<file path="src/rtl/boxhead_gfx_pkg.sv">
// Shared graphics constants, the queued blit command and the blitter FSM states.
// No logic lives here; widths of blit_cmd_t set the blitter's default parameters.
package boxhead_gfx_pkg;

    localparam int          SCREEN_W    = 640;
    localparam int          SCREEN_H    = 480;
    localparam logic [9:0]  PARK_X      = 10'd1023;
    localparam logic [15:0] KEY_COLOR   = 16'hF81F;
    localparam int          BLIT_SPR_AW = 14;
    localparam int          BLIT_DIM_W  = 6;

    typedef struct packed {
        logic [9:0]             x;
        logic [9:0]             y;
        logic [BLIT_DIM_W-1:0]  w;
        logic [BLIT_DIM_W-1:0]  h;
        logic [BLIT_SPR_AW-1:0] base;
    } blit_cmd_t;

    typedef enum logic [2:0] {
        ST_IDLE,
        ST_LOAD,
        ST_FETCH,
        ST_CHECK,
        ST_PRESENT
    } blit_state_e;

endpackage

</file>
<file path="src/rtl/blit_cmd_fifo.sv">
// Show-ahead command FIFO: head visible same cycle, push/pop honoured together, flush empties it.
// Zero read latency; caller must not push when full_o (no internal overflow guard beyond that).
module blit_cmd_fifo
    import boxhead_gfx_pkg::*;
#(
    parameter int DEPTH = 4
) (
    input  logic      clk_i,
    input  logic      rst_ni,
    input  logic      flush_i,
    input  logic      push_i,
    input  blit_cmd_t push_dat_i,
    input  logic      pop_i,
    output blit_cmd_t pop_dat_o,
    output logic      empty_o,
    output logic      full_o
);

    localparam int AW = $clog2(DEPTH);

    blit_cmd_t     mem_q [DEPTH];
    logic [AW-1:0] wr_ptr_q, rd_ptr_q;
    logic [AW:0]   cnt_q;
    logic          push_ok, pop_ok;

    assign empty_o   = (cnt_q == '0);
    assign full_o    = (cnt_q == (AW+1)'(DEPTH));
    assign pop_dat_o = mem_q[rd_ptr_q];
    assign push_ok   = push_i && !full_o;
    assign pop_ok    = pop_i && !empty_o;

    always_ff @(posedge clk_i or negedge rst_ni) begin
        if (!rst_ni) begin
            wr_ptr_q <= '0;
            rd_ptr_q <= '0;
            cnt_q    <= '0;
        end else if (flush_i) begin
            wr_ptr_q <= '0;
            rd_ptr_q <= '0;
            cnt_q    <= '0;
        end else begin
            if (push_ok) wr_ptr_q <= wr_ptr_q + AW'(1);
            if (pop_ok)  rd_ptr_q <= rd_ptr_q + AW'(1);
            if (push_ok && !pop_ok)      cnt_q <= cnt_q + (AW+1)'(1);
            else if (pop_ok && !push_ok) cnt_q <= cnt_q - (AW+1)'(1);
        end
    end

    always_ff @(posedge clk_i) begin
        if (push_ok && !flush_i) mem_q[wr_ptr_q] <= push_dat_i;
    end

endmodule

</file>
<file path="src/rtl/sprite_blitter.sv">
// Sprite blitter: pops draw commands, reads sprite ROM, drops keyed/off-screen pixels, offers one pixel per wr_slot.
// Accept->first fetch 2 cycles, fetch->present 2 cycles; cmd_ready low when the queue is full or in a flush cycle.
module sprite_blitter
    import boxhead_gfx_pkg::*;
#(
    parameter int SPR_AW     = BLIT_SPR_AW,
    parameter int DIM_W      = BLIT_DIM_W,
    parameter int FIFO_DEPTH = 4
) (
    input  logic              sram_clk,
    input  logic              reset_n,
    input  logic              frame_clk,
    input  logic              cmd_valid,
    output logic              cmd_ready,
    input  logic [9:0]        cmd_x,
    input  logic [9:0]        cmd_y,
    input  logic [DIM_W-1:0]  cmd_w,
    input  logic [DIM_W-1:0]  cmd_h,
    input  logic [SPR_AW-1:0] cmd_base,
    output logic [SPR_AW-1:0] rom_addr,
    input  logic [15:0]       rom_data,
    input  logic              wr_slot,
    output logic [9:0]        program_x,
    output logic [9:0]        program_y,
    output logic [15:0]       program_data,
    output logic              busy,
    output logic              overrun
);

    blit_state_e       state_q, state_d;
    logic [9:0]        x_q, x_d, y_q, y_d, px_q, px_d, py_q, py_d;
    logic [DIM_W-1:0]  w_q, w_d, h_q, h_d, col_q, col_d, row_q, row_d;
    logic [SPR_AW-1:0] ptr_q, ptr_d;
    logic [15:0]       pd_q, pd_d;
    logic              frame_q, flush_q, overrun_q;
    logic              frame_rise, fifo_empty, fifo_full, push, pop;
    logic              col_wrap, last_px, skip, adv;
    logic [10:0]       sx, sy;
    blit_cmd_t         push_dat, head;

    assign frame_rise   = frame_clk && !frame_q;
    assign cmd_ready    = !fifo_full && !flush_q;
    assign push         = cmd_valid && cmd_ready;
    assign pop          = (state_q == ST_LOAD) && !flush_q;
    assign busy         = !fifo_empty || (state_q != ST_IDLE);
    assign overrun      = overrun_q;
    assign rom_addr     = ptr_q;
    assign program_x    = px_q;
    assign program_y    = py_q;
    assign program_data = pd_q;

    assign push_dat = '{x: cmd_x, y: cmd_y, w: cmd_w, h: cmd_h, base: cmd_base};

    blit_cmd_fifo #(.DEPTH(FIFO_DEPTH)) u_fifo (
        .clk_i      (sram_clk),
        .rst_ni     (reset_n),
        .flush_i    (flush_q),
        .push_i     (push),
        .push_dat_i (push_dat),
        .pop_i      (pop),
        .pop_dat_o  (head),
        .empty_o    (fifo_empty),
        .full_o     (fifo_full)
    );

    // 11-bit sums so coordinates wrapping past 1023 still count as off-screen
    assign sx       = 11'(x_q) + 11'(col_q);
    assign sy       = 11'(y_q) + 11'(row_q);
    assign skip     = (rom_data == KEY_COLOR) || (sx >= 11'(SCREEN_W)) || (sy >= 11'(SCREEN_H));
    assign col_wrap = (col_q == w_q - DIM_W'(1));
    assign last_px  = col_wrap && (row_q == h_q - DIM_W'(1));

    always_comb begin
        state_d = state_q;
        x_d     = x_q;
        y_d     = y_q;
        w_d     = w_q;
        h_d     = h_q;
        col_d   = col_q;
        row_d   = row_q;
        ptr_d   = ptr_q;
        px_d    = px_q;
        py_d    = py_q;
        pd_d    = pd_q;
        adv     = 1'b0;
        case (state_q)
            ST_IDLE: if (!fifo_empty) state_d = ST_LOAD;
            ST_LOAD: begin
                x_d     = head.x;
                y_d     = head.y;
                w_d     = head.w;
                h_d     = head.h;
                col_d   = '0;
                row_d   = '0;
                ptr_d   = head.base;
                state_d = (head.w == '0 || head.h == '0) ? ST_IDLE : ST_FETCH;
            end
            ST_FETCH: state_d = ST_CHECK;
            ST_CHECK: begin
                if (skip) begin
                    adv     = 1'b1;
                    state_d = last_px ? ST_IDLE : ST_FETCH;
                end else begin
                    px_d    = sx[9:0];
                    py_d    = sy[9:0];
                    pd_d    = rom_data;
                    state_d = ST_PRESENT;
                end
            end
            ST_PRESENT: begin
                if (wr_slot) begin
                    px_d    = PARK_X;
                    py_d    = '0;
                    pd_d    = '0;
                    adv     = 1'b1;
                    state_d = last_px ? ST_IDLE : ST_FETCH;
                end
            end
            default: state_d = ST_IDLE;
        endcase
        if (adv) begin
            ptr_d = ptr_q + SPR_AW'(1);
            if (col_wrap) begin
                col_d = '0;
                row_d = row_q + DIM_W'(1);
            end else begin
                col_d = col_q + DIM_W'(1);
            end
        end
        // A frame edge abandons whatever was in flight
        if (flush_q) begin
            state_d = ST_IDLE;
            px_d    = PARK_X;
            py_d    = '0;
            pd_d    = '0;
        end
    end

    always_ff @(posedge sram_clk or negedge reset_n) begin
        if (!reset_n) begin
            state_q   <= ST_IDLE;
            x_q       <= '0;
            y_q       <= '0;
            w_q       <= '0;
            h_q       <= '0;
            col_q     <= '0;
            row_q     <= '0;
            ptr_q     <= '0;
            px_q      <= PARK_X;
            py_q      <= '0;
            pd_q      <= '0;
            frame_q   <= 1'b0;
            flush_q   <= 1'b0;
            overrun_q <= 1'b0;
        end else begin
            state_q   <= state_d;
            x_q       <= x_d;
            y_q       <= y_d;
            w_q       <= w_d;
            h_q       <= h_d;
            col_q     <= col_d;
            row_q     <= row_d;
            ptr_q     <= ptr_d;
            px_q      <= px_d;
            py_q      <= py_d;
            pd_q      <= pd_d;
            frame_q   <= frame_clk;
            flush_q   <= frame_rise;
            overrun_q <= frame_rise && busy;
        end
    end

endmodule

</file>
<file path="config.mk">
export PLATFORM = sky130hd
export DESIGN_NAME = sprite_blitter
export DESIGN_NICKNAME = d
export VERILOG_FILES = /design/src/rtl/boxhead_gfx_pkg.sv /design/src/rtl/blit_cmd_fifo.sv /design/src/rtl/sprite_blitter.sv
export SDC_FILE = /design/constraint.sdc
export NUM_CORES = 1
export LEC_CHECK = 0
export CORE_ASPECT_RATIO = 1.5
export CORE_MARGIN = 4
export CORE_UTILIZATION = 30
export DETAILED_ROUTE_END_ITERATION = 7
export SLEW_MARGIN = 30
export SYNTH_ARGS = -nofsm -noshare
export SYNTH_HDL_FRONTEND = slang
export SYNTH_SLANG_ARGS = --single-unit
</file>
<file path="constraint.sdc">
create_clock -name sram_clk -period 4.41 [get_ports sram_clk]
set_input_delay 0.882 -clock sram_clk [delete_from_list [all_inputs] [get_ports sram_clk]]
set_output_delay 0.882 -clock sram_clk [all_outputs]
set_load 0.03 [all_outputs]
</file>
* Word-level counts from Yosys, hierarchy flattened *
Memory sizes are Yosys's and may differ from the RTL's.
Index checks and enable logic that the tools add are counted.

storage, ports and cells
  memories = 1
  logic and storage cells = 114
  memory bits (writable) = 184
  register bits after elaboration = 107

cells by class
  magnitude comparators = 2
  add/sub/neg operators = 11
  reduce and logical (&&, ||, !) cells = 33
  multiplexer cells = 39
  equal/unequal tests = 11

memories
  name          depth  width  read ports  clocked after memory_dff  wr ports  line                 text
  u_fifo.mem_q  4      46     1           0                         1         blit_cmd_fifo.sv:21  blit_cmd_t mem_q [DEPTH];

operators by type and width
  cell                     count
  $mux W10                 6
  $mux W16                 3
  $pmux W10 S2             2
  $mux W6                  6
  $pmux W16 S2             1
  $mux W14                 2
  $add A10 B6 Y11          2
  $mux W3                  7
  $eq A16 B16 Y1 const B   1
  $pmux W3 S5              1
  $add A14 B1 Y14 const B  1
  $add A6 B1 Y6 const B    2
  $eq A6 B6 Y1             2
  $logic_not A6 Y1         2
  $mux W2                  6
  $sub A6 B1 Y6 const B    2
  $ge A11 B10 Y1 const B   1
  $ge A11 B9 Y1 const B    1
  $logic_and A1 B1 Y1      11
  $ne A3 B3 Y1 const B     3
  $reduce_bool A3 Y1       3
  $eq A3 B2 Y1 const B     2
  $eq A3 B3 Y1 const B     2
  $logic_not A1 Y1         6
  other kinds (11)         21

* Longest topological paths before layout *
Gate-level depths: netlist (run 1).

  depth after elaboration = 10
  depth in mapped cells = 13
  depth with buffers taken out = 11

* By module *
Synthesis (run 1) repeated with hierarchy kept, for this count alone.

second synthesis, totals
  cell total of the unflattened synthesis = 920
  area total of the unflattened synthesis = 12,732.2 um^2

modules (own cells, without submodules)
  module          times used  area each (um^2)  sequential area each (um^2)  cells an instance
  blit_cmd_fifo   1           7,104.3           5,700.5                      288
  sprite_blitter  1           5,627.9           2,514.9                      632

* Worst setup path after synthesis (run 1) *
OpenSTA, ideal clock, no wires.

  path type = reg-to-reg
  from = reg col_q[0]
  to = reg pd_q[10] (netlist: program_data[10])
  setup slack = 1.350 ns
  required time = 4.289 ns
  data arrival time = 2.939 ns
  cell stages (with the launch flop) = 12
  setup time = 0.121 ns
  cells stage by stage = dfrtp_1 -> ha_1 -> fa_1 -> a211o_1 -> a21o_1 -> a32o_1 -> nor4_1 -> o2111a_2 -> a311oi_1 -> buf_2 -> buf_6 -> a22o_1

on the way
  cells in the longest elaborated chain, start to end = 6

ends and longest elaborated chain
  element                             line                   text
  from (decl)                         sprite_blitter.sv:32   logic [DIM_W-1:0] w_q, w_d, h_q, h_d, col_q, col_d, row_q, row_d;
  from (signal assigned)              sprite_blitter.sv:161  col_q <= col_d;
  $add A10 B6 Y11                     sprite_blitter.sv:67   assign sx = 11'(x_q) + 11'(col_q);
  $ge A11 B10 Y1                      sprite_blitter.sv:69   assign skip = (rom_data == KEY_COLOR) || (sx >= 11'(SCREEN_W)) || (sy >= 11'(SCREEN_H));
  $logic_or A1 B1 Y1 (2 in series)    sprite_blitter.sv:69
  $ne A3 B3 Y1 (no source line)       -
  $reduce_and A3 Y1 (no source line)  -
  to (signal assigned)                sprite_blitter.sv:166  pd_q <= pd_d;
  to (decl)                           sprite_blitter.sv:34   logic [15:0] pd_q, pd_d;

Every way passes these cells.
A chain may end at the register's enable or synchronous reset.

* Final worst setup path (run 1) *
  from = reg col_q[0]
  to = reg row_q[1]

on the way
  cells in the longest elaborated chain, start to end = 7
  elaborated cells between the ends (all ways) = 9
  those cells by class = 1 x add/sub; 1 x order compare; 1 x eq/ne; 4 x mux; 2 x reduce/logical

ends and longest elaborated chain
  element                           line                   text
  $add A10 B6 Y11                   sprite_blitter.sv:67
  $ge A11 B10 Y1                    sprite_blitter.sv:69
  $logic_or A1 B1 Y1 (2 in series)  sprite_blitter.sv:69
  $mux W1                           sprite_blitter.sv:100  if (skip) begin
  $pmux W1 S2                       sprite_blitter.sv:86   case (state_q)
  $mux W6 *                         sprite_blitter.sv:121  if (adv) begin
  named net row_d[1]                sprite_blitter.sv:32
  to (signal assigned)              sprite_blitter.sv:162  row_q <= row_d;
  to (decl)                         sprite_blitter.sv:32

The timed path passes the listed nets; every way through them passes the cells marked *.

==> results by group, run 1 <==
Job
  • Maximum capacitance violations: 0

Clocking
  • Clock Latency Late Sink: about 0.53 ns
  • CTS tree: built
  • Num CTS Buffers: 27
  • Post-cts sizing count: 0
  • # Post-CTS Setup Buffers: 0
  • Clk slew on worst S/H paths: 0.07 ns
  • # clock sinks: roughly 290
  • Hold_buf cts: 0
  • Worst-case clock buffer depth: 3
  • Root Buffer: clkbuf_16
  • Htree depth: 1

Routing
  • Avg Vias per Cell: 4.82
  • Starting DRC count in detailed routing: between 300 and 400
  • DR WL/cell: ~18 µm
  • Detail Route Antenna Nets: 0
  • Vias: roughly 7200
  • Residual DRC: 0
  • Drt total wl: around 27000 µm
  • Drt pass-1 iters: 4

Final layout
  • ANT cells: 0
  • Fill count: approximately 3800
  • Final nets: 1065
  • Area growth from synthesis to layout: 21.3%
  • Final instance area: around 15000 µm²
  • Share of layout cells above drive strength 1: ~13%

STA
  • Setup Skew: 0.00803 ns
  • Hold violation total from the final report: 0
  • Slew headroom: 45.1%
  • Setup TNS: 0 ns
  • Slew Viols, Final: 0
  • Final period util: around four fifths
  • Fin crit period: 3.54 ns
  • Top achievable clock speed: roughly 280 MHz
  • # setup viols final: 0
  • Worst Tran Pin Value: 0.823 ns
  • Setup repair after global routing missed its margin: no
  • WHS: about 0.4 ns

Floorplanning
  • Die Footprint: 44600 µm²
  • Core area: slightly above 40000 µm²
  • Chip width: between 150 and 200 µm
  • Number of I/O pins: 120
  • Chip height: roughly 260 µm
  • # rows: 90
  • Starting Density: 30.5%

Yosys
  • YS warnings: 0
  • Synth async-reset ratio: a little under two fifths
  • Synth Flop Type: edfxtp_1
  • Synth area leaders: edfxtp_1 (45%), dfrtp_1 (20%), mux4_2 (8.6%), nand2_1 (3.6%), dfstp_2 (2.1%)
  • Synth top area share: between 40 and 50%
  • Syn Area/Cell: around 15 µm²
  • FF+latch count, synth: about 290
  • Synth Cell Area: about 12000 µm²
  • Post-Syn Nets: between 900 and 1000
  • Syn Inst Count: 848
  • Post-synth EDFFs: roughly 180
  • Synth area leader: edfxtp_1
  • Post-synth cell types: between 70 and 80
  • Seq/Total Area, Yosys: 66.4%

Power and ir drop
  • Pwr Density: 622 nW/µm²
  • Peak supply drop: 0.000360 V
  • Leakage: roughly 5.5 nW

Status
  • Status: complete, no violations

Worst hold path
  • Hold Startpoint: frame_q$_DFF_PN0_
  • Hold/Removal Path Class: flop to flop

Global route
  • Initial antenna violation count: 4
  • First-pass GRT wire length: approximately 44000 µm
  • GRT Total Usage: about an eighth
  • Remaining global-route overflow: 0
  • Largest net degree at the start of global routing: between 50 and 60
  • Vias in the first global route: 7722

Worst setup path
  • RR Startpoint: col_q[0]$_DFFE_PN0P_
  • CP endpoint kind: flop
  • Startpoint Class: flop
  • Critical path required time: around 4.8 ns
  • CP arrival: around 4.0 ns
  • Crit path kind: flop to flop
  • Worst-path maximum fanout: 22
  • Setup crit start: col_q[0]$_DFFE_PN0P_

Place
  • Post-detailed-placement half-perimeter wirelength: 19200 µm
  • Placed Area: 14200 µm²
  • Routability congestion estimate: between 0.8 and 0.9
  • I/O Buffers: approximately 120
-- per-layer routing --
metal / share of wire [%] / wire length, µm / global-route usage, %
met1: 41 / 11100 / 14.5
met2: 52 / 14200 / 22.2
met3: 4.9 / 1350 / 2.65
met4: 2.7 / 733 / 4.05
met5: 0.095 / 26 / 0
-- per-stage QoR --
step | cells | power, mW | util, % | setup WS (ns)
floorplan | 848 | 6.08 | - | 1.35
global placement | 1451 | 7.19 | 35.0 | 0.789
detailed placement | 1451 | 7.24 | 35.0 | 0.771
CTS | 1500 | 9.49 | 37.0 | 0.874
global route | 1500 | 9.92 | 37.0 | 0.682
finish | 1500 | 9.33 | 37.0 | 0.873
-- flip-flops by register name (all words and copies together) (netlist names), 3 cells and up --
name	count
col_q	6
h_q	6
program_data	16
program_x	10
program_y	10
rom_addr	14
row_q	6
state_q	3
u_fifo.cnt_q	3
u_fifo.mem_q	184
w_q	6
x_q	10
y_q	10
-- Yosys cell counts, types with 3 or more instances --
| cell | number |
|---|---|
| buf_2 | 5 |
| nand4_1 | 5 |
| and3_1 | 13 |
| dfstp_2 | 10 |
| or3_1 | 3 |
| xor2_1 | 9 |
| nand2b_1 | 8 |
| mux4_2 | 47 |
| o21a_1 | 3 |
| nand2_1 | 119 |
| xnor2_1 | 24 |
| a311oi_1 | 11 |
| fa_1 | 3 |
| nand3_1 | 10 |
| and2_1 | 5 |
| ha_1 | 21 |
| o21ai_0 | 21 |
| edfxtp_1 | 184 |
| a211o_1 | 3 |
| a211oi_1 | 12 |
| o31ai_1 | 9 |
| nor2b_1 | 9 |
| nor2_1 | 36 |
| a22o_1 | 17 |
| inv_1 | 24 |
| a21o_1 | 8 |
| nor3_1 | 16 |
| mux2i_1 | 4 |
| nor4_1 | 5 |
| buf_1 | 5 |
| dfrtp_1 | 97 |
| a31oi_1 | 8 |
| clkbuf_1 | 24 |
| a21oi_1 | 21 |
-- logic make-up (layout without fill, tap and decap cells) --
| kind of cell | Yosys count | after routing | synth area share, % |
|---|---|---|---|
| flops | 291 | 291 | 66.4 |
| xor+xnor | 33 | 33 | 2.34 |
| compound gates | 140 | 140 | 8.15 |
| simple gates | 246 | 246 | 9.36 |
| mux | 53 | 53 | 9.06 |
| fa+ha+maj | 24 | 24 | 2.61 |
| buf+inv | 61 | 207 | 2.05 |
-- power by group --
group	total, mW	switching [mW]	internal [mW]
logic	3.11	1.78	1.33
registers	4.00	0.458	3.54
clock network	2.21	0.980	1.23
total	9.33	3.22	6.11
-- cell usage in the layout (no fill, tap or decap), types with 4 or more instances in the layout --
master / n
a211oi_1: 12
a21o_1: 8
a21oi_1: 21
a22o_1: 17
a311oi_1: 10
a31oi_1: 8
and2_1: 5
and3_1: 9
and3_2: 4
buf_4: 16
clkbuf_1: 5
clkbuf_16: 27
clkdlybuf4s50_1: 118
clkinv_1: 5
dfrtp_1: 95
dfstp_2: 10
edfxtp_1: 184
ha_1: 21
inv_1: 24
mux2i_1: 4
mux4_2: 47
nand2_1: 119
nand2b_1: 8
nand3_1: 10
nand4_1: 5
nor2_1: 35
nor2b_1: 9
nor3_1: 16
nor4_1: 5
o21ai_0: 21
o31ai_1: 9
xnor2_1: 24
xor2_1: 9
-- final timing paths --
check | end | slack [ns] | depth (start not counted)
max | row_q[1]$_DFF_PN0_ | 0.87 | 11
min in group asynchronous | y_q[8]$_DFFE_PN0P_ | 0.41 | 1
max reg2reg | row_q[1]$_DFF_PN0_ | 0.87 | 11
max in group asynchronous | program_y[5]$_DFFE_PN0P_ | 3.11 | 2
min reg2reg | flush_q$_DFF_PN0_ | 0.40 | 1
min | flush_q$_DFF_PN0_ | 0.40 | 1
-- cell type report --
cell class              count  area, µm²  share of cell area, %
flip-flops and latches    291       8220                   54.8
clock buffers              35        736                   4.90
multi-input cells         496       3930                   26.2
inverters                  24       90.1                  0.600
repair buffers            134       1300                   8.67
clock inverters            14        100                  0.667
well taps                 506        633                   4.22
-- critical path, stage by stage, from the launching register on --
cell      delay (ns)
dfrtp_1         0.44
ha_1            0.25
fa_1            0.43
a211o_1         0.33
a21o_1          0.19
a32o_1          0.23
nor4_1          0.27
o2111a_2        0.37
o21ai_2         0.09
buf_4           0.21
nand2_1         0.24
mux2_2          0.37
Power figures use the tool's default switching activity.
==> inputs of run 2 (changes only) <==
clock period = 3.5 ns   (was 4.41 ns; I/O delays follow)
==> results by group, run 2 (synthesized netlist as in run 1, its figures left out) <==
Place
  • Routability congestion estimate: 0.800 (-0.76%)
  • I/O Buffers: 119 (unchanged)
  • Placed insts: 1460 (+0.62%)
  • Post-detailed-placement half-perimeter wirelength: 19000 µm (-0.96%)

Global route
  • Remaining global-route overflow: 0 (unchanged)
  • Initial antenna violation count: 0 (-4)
  • First-pass GRT wire length: 43900 µm (-1.2%)
  • Vias in the first global route: 7883 (+2.1%)
  • GRT Total Usage: 12.1% (-0.19 points)
  • Largest net degree at the start of global routing: 76 (+29%)

STA
  • Final period util: 94.0% (+14 points)
  • Fin crit period: 3.29 ns (-0.247 ns)
  • Top achievable clock speed: 304 MHz (+7.5%)
  • Slew Viols, Final: 0 (unchanged)
  • Setup Skew: 0.0166 ns (+0.00855 ns)
  • Slew headroom: 52.6% (+7.5 points)
  • Setup TNS: 0 ns (unchanged)
  • # setup viols final: 0 (unchanged)
  • Setup repair after global routing missed its margin: no
  • Hold violation total from the final report: 0 (unchanged)
  • Worst Tran Pin Value: 0.711 ns (-0.112 ns)

Floorplanning
  • Chip height: 257 µm (unchanged)
  • Chip width: 174 µm (unchanged)
  • Number of I/O pins: 120 (unchanged)
  • Starting Density: 30.5% (unchanged)
  • Core area: 40500 µm² (unchanged)
  • Die Footprint: 44600 µm² (unchanged)
  • # rows: 90 (unchanged)

Final layout
  • Share of layout cells above drive strength 1: 14.4% (+1.4 points)
  • Post-route non-filler standard cell count: 1514 (+0.93%)
  • Fill count: 3782 (-0.84%)
  • Final nets: 1077 (+1.1%)
  • Most frequent cells in the layout: edfxtp_1 (184), nand2_1 (119), clkdlybuf4s50_1 (118)
  • Biggest register: u_fifo.mem_q
  • ANT cells: 0 (unchanged)
  • Max FFs per register: 184 (unchanged)
  • Commonest non-fill, non-tap cell in the layout: edfxtp_1
  • Area growth from synthesis to layout: 23.5%

Worst setup path
  • Crit path kind: flop to flop
  • Critical path required time: 3.98 ns (-0.85 ns)
  • CP endpoint kind: flop
  • Worst-path maximum fanout: 17 (-23%)
  • Startpoint Class: flop
  • Worst reg-to-reg path cell count: 11 (unchanged)
  • CP arrival: 3.77 ns (-0.19 ns)

Routing
  • Drt pass-1 iters: 5 (+1)
  • Starting DRC count in detailed routing: 442 (+32%)
  • Residual DRC: 0 (unchanged)
  • DR WL/cell: 18.1 µm (-1.3%)
  • Avg Vias per Cell: 4.88 (+1.2%)
  • Vias: 7390 (+2.1%)
  • Detail Route Antenna Nets: 0 (unchanged)
  • Drt total wl: 27300 µm (-0.41%)

Worst hold path
  • Hold/Removal Path Class: input pin to asynchronous set/reset pin

Clocking
  • Num CTS Buffers: 28 (+3.7%)
  • Clock Latency Late Sink: 0.55 ns (+0.02 ns)
  • CTS tree: built
  • Root Buffer: clkbuf_16
  • Worst-case clock buffer depth: 3 (unchanged)
  • Clk slew on worst S/H paths: 0.06 ns (about the same)
  • # clock sinks: 291 (unchanged)
  • Htree depth: 1 (unchanged)

Status
  • Status: complete, no violations

Power and ir drop
  • Pwr Density: 796 nW/µm² (+28%)
  • Leakage: 5.66 nW (+2.5%)
  • Peak supply drop: 0.000340 V (-5.5%)

Job
  • Maximum capacitance violations: 0 (unchanged)
run 2: path summary, 6_finish.rpt:
kind / start / to / slack (ns)
setup reg to reg: x_q[0]$_DFFE_PN0P_ / program_data[15]$_DFFE_PN0P_ / 0.21
setup / recovery: x_q[0]$_DFFE_PN0P_ / program_data[15]$_DFFE_PN0P_ / 0.21
hold / removal: reset_n / x_q[8]$_DFFE_PN0P_ / 0.15
max in group asynchronous: reset_n / rom_addr[10]$_DFFE_PN0P_ / 2.56
hold reg to reg: frame_q$_DFF_PN0_ / flush_q$_DFF_PN0_ / 0.40
min in group sram_clk: frame_q$_DFF_PN0_ / flush_q$_DFF_PN0_ / 0.40
run 2: per-layer routing:
metal	track usage (%)	part of all wire (%)	vias up
li1	-	-	3492
met4	3.96	2.5	0
met3	2.43	5.0	41
met2	22.1	52	149
met1	14.2	41	3708
met5	0	0	-
run 2: power by group:
part | total [mW] | internal, mW | leakage [nW] | switching [mW]
Combinational | 4.10 | 1.79 | 2.18 | 2.32
Clock | 3.04 | 1.79 | 0.460 | 1.25
Sequential | 5.02 | 4.46 | 3.02 | 0.561
run 2: area by class of cell:
cell class / instances / area, µm² / area share [%]
multi-input combinational: 496 / 3930 / 25.7
timing repair buffer: 145 / 1460 / 9.57
clock buffer: 40 / 827 / 5.41
inverter: 24 / 90.1 / 0.590
sequential: 291 / 8220 / 53.8
clock inverter: 12 / 119 / 0.778
tap: 506 / 633 / 4.14
run 2: through the flow:
| stage | area [µm²] | setup slack (ns) | util [%] | total power [mW] | hold slack, ns |
|---|---|---|---|---|---|
| 4_1_cts | 15200 | 0.163 | 37.6 | 12.3 | 0.343 |
| 5_1_grt | 15300 | 0.00378 | 37.7 | 12.9 | 0.234 |
| 6_report | 15300 | 0.210 | 37.7 | 12.2 | 0.150 |
| 3_5_place_dp | 14300 | 0.118 | 35.3 | 9.20 | 0.397 |
| 3_3_place_gp | 14300 | 0.168 | 35.3 | 9.14 | 0.399 |
| 2_1_floorplan | 12400 | 0.440 | - | 7.66 | 0.385 |
run 2: repair_timing:
| action | in CTS | in global routing |
|---|---|---|
| gates resized for setup | 0 | 0 |
| endpoints found under the setup margin | 0 | 4 |
| setup buffers | 0 | 2 |
| hold endpoints to repair | 0 | 0 |
| hold buffers | 0 | 0 |
run 2: critical path, cell delays in order, from the launching register on:
cell and delay, ns:
dfrtp_1 0.38, ha_1 0.24, fa_1 0.43, a211o_1 0.33, a21o_1 0.19, a32o_1 0.22
nor4_1 0.28, o2111a_2 0.33, buf_4 0.14, nand3_2 0.11, nor2_4 0.39, a22o_1 0.20
==> inputs of run 3 (changes only) <==
ABC_AREA = 1   (was default)
CAP_MARGIN = 40   (was default)
clock period = 3.27 ns   (was 3.5 ns; I/O delays follow)
==> results by group, run 3 <==
Clocking
  • Worst-case clock buffer depth: 3 (unchanged)
  • Htree depth: 1 (unchanged)
  • # Post-CTS Setup Buffers: 0 (unchanged)
  • Clock Latency Late Sink: 0.56 ns (about the same)
  • Hold_buf cts: 0 (unchanged)
  • # clock sinks: 291 (unchanged)
  • Post-cts sizing count: 0 (unchanged)
  • Root Buffer: clkbuf_16
  • Num CTS Buffers: 30 (+7.1%)
  • Clk slew on worst S/H paths: 0.07 ns (about the same)
  • CTS tree: built

STA
  • # setup viols final: 0 (unchanged)
  • Hold violation total from the final report: 0 (unchanged)
  • Top achievable clock speed: 346 MHz (+14%)
  • Setup repair after global routing missed its margin: no
  • Setup TNS: 0 ns (unchanged)
  • Fin crit period: 2.89 ns (-0.400 ns)
  • Slew headroom: 55.3% (+2.8 points)
  • Final worst slack: 0.380 ns (+0.170 ns)
  • Final period util: 88.4% (-5.6 points)
  • Setup Skew: 0.0116 ns (-0.00496 ns)
  • Slew Viols, Final: 0 (unchanged)
  • Worst Tran Pin Value: 0.670 ns (-0.0414 ns)

Power and ir drop
  • Gate power share: 37.7% (+4.0 points)
  • Clock share of power: 24.6% (-0.4 points)
  • Int Pwr: 8.78 mW (+9.2%)
  • Sw Share: 38.4% (+4.5 points)
  • Pwr Total: 14.3 mW (+17%)
  • Psw: 5.48 mW (+33%)
  • Leakage: 6.52 nW (+15%)
  • Pwr Density: 892 nW/µm² (+12%)
  • Peak supply drop: 0.000635 V (+87%)
  • Register share of total power: 37.7% (-3.6 points)

Routing
  • Starting DRC count in detailed routing: 562 (+27%)
  • Avg Vias per Cell: 4.66 (-4.6%)
  • Drt total wl: 31700 µm (+16%)
  • Drt pass-1 iters: 5 (unchanged)
  • Residual DRC: 0 (unchanged)
  • DR WL/cell: 15.9 µm (-12%)
  • Vias: 9285 (+26%)
  • Detail Route Antenna Nets: 0 (unchanged)

Yosys
  • Syn Inst Count: 1281 (+51%)
  • Synth Cell Area: 13000 µm² (+5.4%)
  • Synth async-reset ratio: 36.8% (unchanged)
  • FF+latch count, synth: 291 (unchanged)
  • Syn Area/Cell: 10.2 µm² (-30%)
  • Synth top area share: 42.4% (-2.3 points)
  • Post-synth EDFFs: 184 (unchanged)
  • Most common cell in the synthesized netlist: nand2_1
  • YS warnings: 0 (unchanged)
  • Synth Flop Type: edfxtp_1
  • Synth area leaders: edfxtp_1 (42%), dfrtp_1 (19%), nand2_1 (9.3%), o21ai_0 (4.5%), nor2_1 (4.2%)
  • Synth cell count leaders: nand2_1 (324), edfxtp_1 (184), nor2_1 (147), o21ai_0 (116), dfrtp_1 (97)
  • Post-Syn Nets: 1372 (+46%)
  • Seq/Total Area, Yosys: 63.0% (-3.4 points)
  • Post-synth cell types: 44 (-38%)
  • Synth area leader: edfxtp_1

Global route
  • Initial antenna violation count: 0 (unchanged)
  • First-pass GRT wire length: 50200 µm (+14%)
  • Largest net degree at the start of global routing: 69 (-9.2%)
  • Remaining global-route overflow: 0 (unchanged)
  • Vias in the first global route: 9416 (+19%)
  • GRT Total Usage: 13.3% (+1.2 points)

Worst setup path
  • Critical path required time: 3.71 ns (-0.27 ns)
  • Crit path max-delay family: simple AND/OR/NAND/NOR gates
  • CP max stage cell: dfrtp_1
  • RR Startpoint: row_q[0]$_DFF_PN0_
  • Startpoint Class: flop
  • Bufs and invs on worst path: 3 (+2)
  • Crit-path most repeated cell: nand2_1
  • Crit path cell chain: ha_1 -> inv_1 -> fa_1 -> inv_1 -> nand3_1 -> nand2_1 -> nand2_1 -> nand3_1 -> nand2_1 -> inv_1 -> nand3_1 -> nand3_4 -> nand2_4 -> nand2_4 -> nand2_2 -> nand2_1 -> o21ai_0
  • Worst-path maximum fanout: 25 (+8)
  • CP arrival: 3.33 ns (-0.44 ns)
  • Setup crit start: row_q[0]$_DFF_PN0_
  • Crit path kind: flop to flop
  • CP max stage delay: 0.44 ns (about the same)
  • CP endpoint kind: flop

Floorplanning
  • Core area: 42900 µm² (+5.9%)
  • Chip width: 178 µm (+2.6%)
  • Starting Density: 30.4% (-0.14 points)
  • # rows: 93 (+3.3%)
  • Die Footprint: 46900 µm² (+5.2%)
  • Number of I/O pins: 120 (unchanged)
  • Chip height: 263 µm (+2.6%)

Final layout
  • ANT cells: 0 (unchanged)
  • Final nets: 1491 (+38%)
  • Most frequent cells in the layout: nand2_1 (324), edfxtp_1 (184), nor2_1 (143)
  • Area growth from synthesis to layout: 22.7%
  • Fill count: 4170 (+10%)
  • Post-route non-filler standard cell count: 1994 (+32%)
  • Biggest register: u_fifo.mem_q
  • Share of layout cells above drive strength 1: 7.44% (-6.9 points)
  • Commonest non-fill, non-tap cell in the layout: nand2_1
  • Max FFs per register: 184 (unchanged)

Job
  • Maximum capacitance violations: 0 (unchanged)

Place
  • Routability congestion estimate: 0.811 (+1.3%)
  • Placed insts: 1938 (+33%)
  • I/O Buffers: 119 (unchanged)
  • Post-detailed-placement half-perimeter wirelength: 20800 µm (+9.8%)
  • Dpl ws: 0.374 ns (+0.256 ns)

Status
  • Status: complete, no violations

Worst hold path
  • Hold/Removal Path Class: input pin to asynchronous set/reset pin
## run 3: cell types whose count changed after synthesis, moves of 16 or more
cell     before  now
nand3_1      10   61
inv_1        24   93
nand2_1     119  324
mux4_2       47    0
o21ai_0      21  116
o22ai_1       2   31
o21ai_1       1   18
xor2_1        9   26
nor2_1       36  147
a22o_1       17    1
## run 3: power by group through the flow
stage / Sequential (mW) / Combinational, mW / Clock [mW]
6_report: 5.38 / 5.38 / 3.50
5_1_grt: 5.48 / 6.01 / 3.77
3_3_place_gp: 5.44 / 5.35 / 0
2_1_floorplan: 5.83 / 3.09 / 0
4_1_cts: 5.39 / 5.48 / 3.61
3_5_place_dp: 5.45 / 5.44 / 0
## run 3: area by class of cell
cell class | instances | area (µm²) | share of cell area [%]
clock inverter | 21 | 240 | 1.50
tap | 570 | 713 | 4.46
timing repair buffer | 136 | 1400 | 8.78
sequential | 291 | 8220 | 51.4
multi-input combinational | 845 | 4270 | 26.7
inverter | 96 | 360 | 2.25
clock buffer | 35 | 791 | 4.94
## run 3: worst reg2reg max path, stage by stage (launching register included)
cell	delay, ns
dfrtp_1	0.44
ha_1	0.24
inv_1	0.07
fa_1	0.42
inv_1	0.11
nand3_1	0.08
nand2_1	0.11
nand2_1	0.07
nand3_1	0.07
nand2_1	0.05
inv_1	0.06
nand3_1	0.12
nand3_4	0.14
nand2_4	0.15
nand2_4	0.28
nand2_2	0.19
nand2_1	0.09
o21ai_0	0.09
## run 3: worst paths after layout
kind / endpoint / slack [ns] / cells after the start
max reg2reg: row_q[5]$_DFF_PN0_ / 0.38 / 17
min reg2reg: flush_q$_DFF_PN0_ / 0.41 / 1
min: y_q[5]$_DFFE_PN0P_ / 0.13 / 1
max: row_q[5]$_DFF_PN0_ / 0.38 / 17
min in group sram_clk: flush_q$_DFF_PN0_ / 0.41 / 1
max in group asynchronous: rom_addr[10]$_DFFE_PN0P_ / 2.20 / 3
## run 3: layer usage
| metal | GRT usage (%) | vias up | part of all wire (%) |
|---|---|---|---|
| li1 | - | 4574 | - |
| met1 | 16.4 | 4464 | 42 |
| met2 | 24.1 | 200 | 51 |
| met3 | 1.81 | 47 | 4.5 |
| met4 | 4.05 | 0 | 2.3 |
| met5 | 0 | - | 0 |
## run 3: kinds of logic (layout without fill, tap and decap cells)
family / count (synthesis) / after routing / share of synthesized area [%]
xor gates and xnor gates: 39 / 39 / 2.62
and+or+nand+nor: 580 / 580 / 18.8
AOI/OAI and AO/OA: 202 / 202 / 8.56
adders and majority gates: 24 / 24 / 2.48
DFF: 291 / 291 / 63.0
buffers and inverters: 145 / 288 / 4.54
## run 3: metrics by stage
stage | cell area [µm²] | utilization, % | hold slack (ns)
final | 16000 | 37.2 | 0.129
after global routing | 16000 | 37.2 | 0.162
after CTS | 16000 | 37.2 | 0.129
after detailed placement | 15000 | 34.8 | 0.398
after global placement | 15000 | 34.8 | 0.403
after floorplan | 13000 | - | 0.358
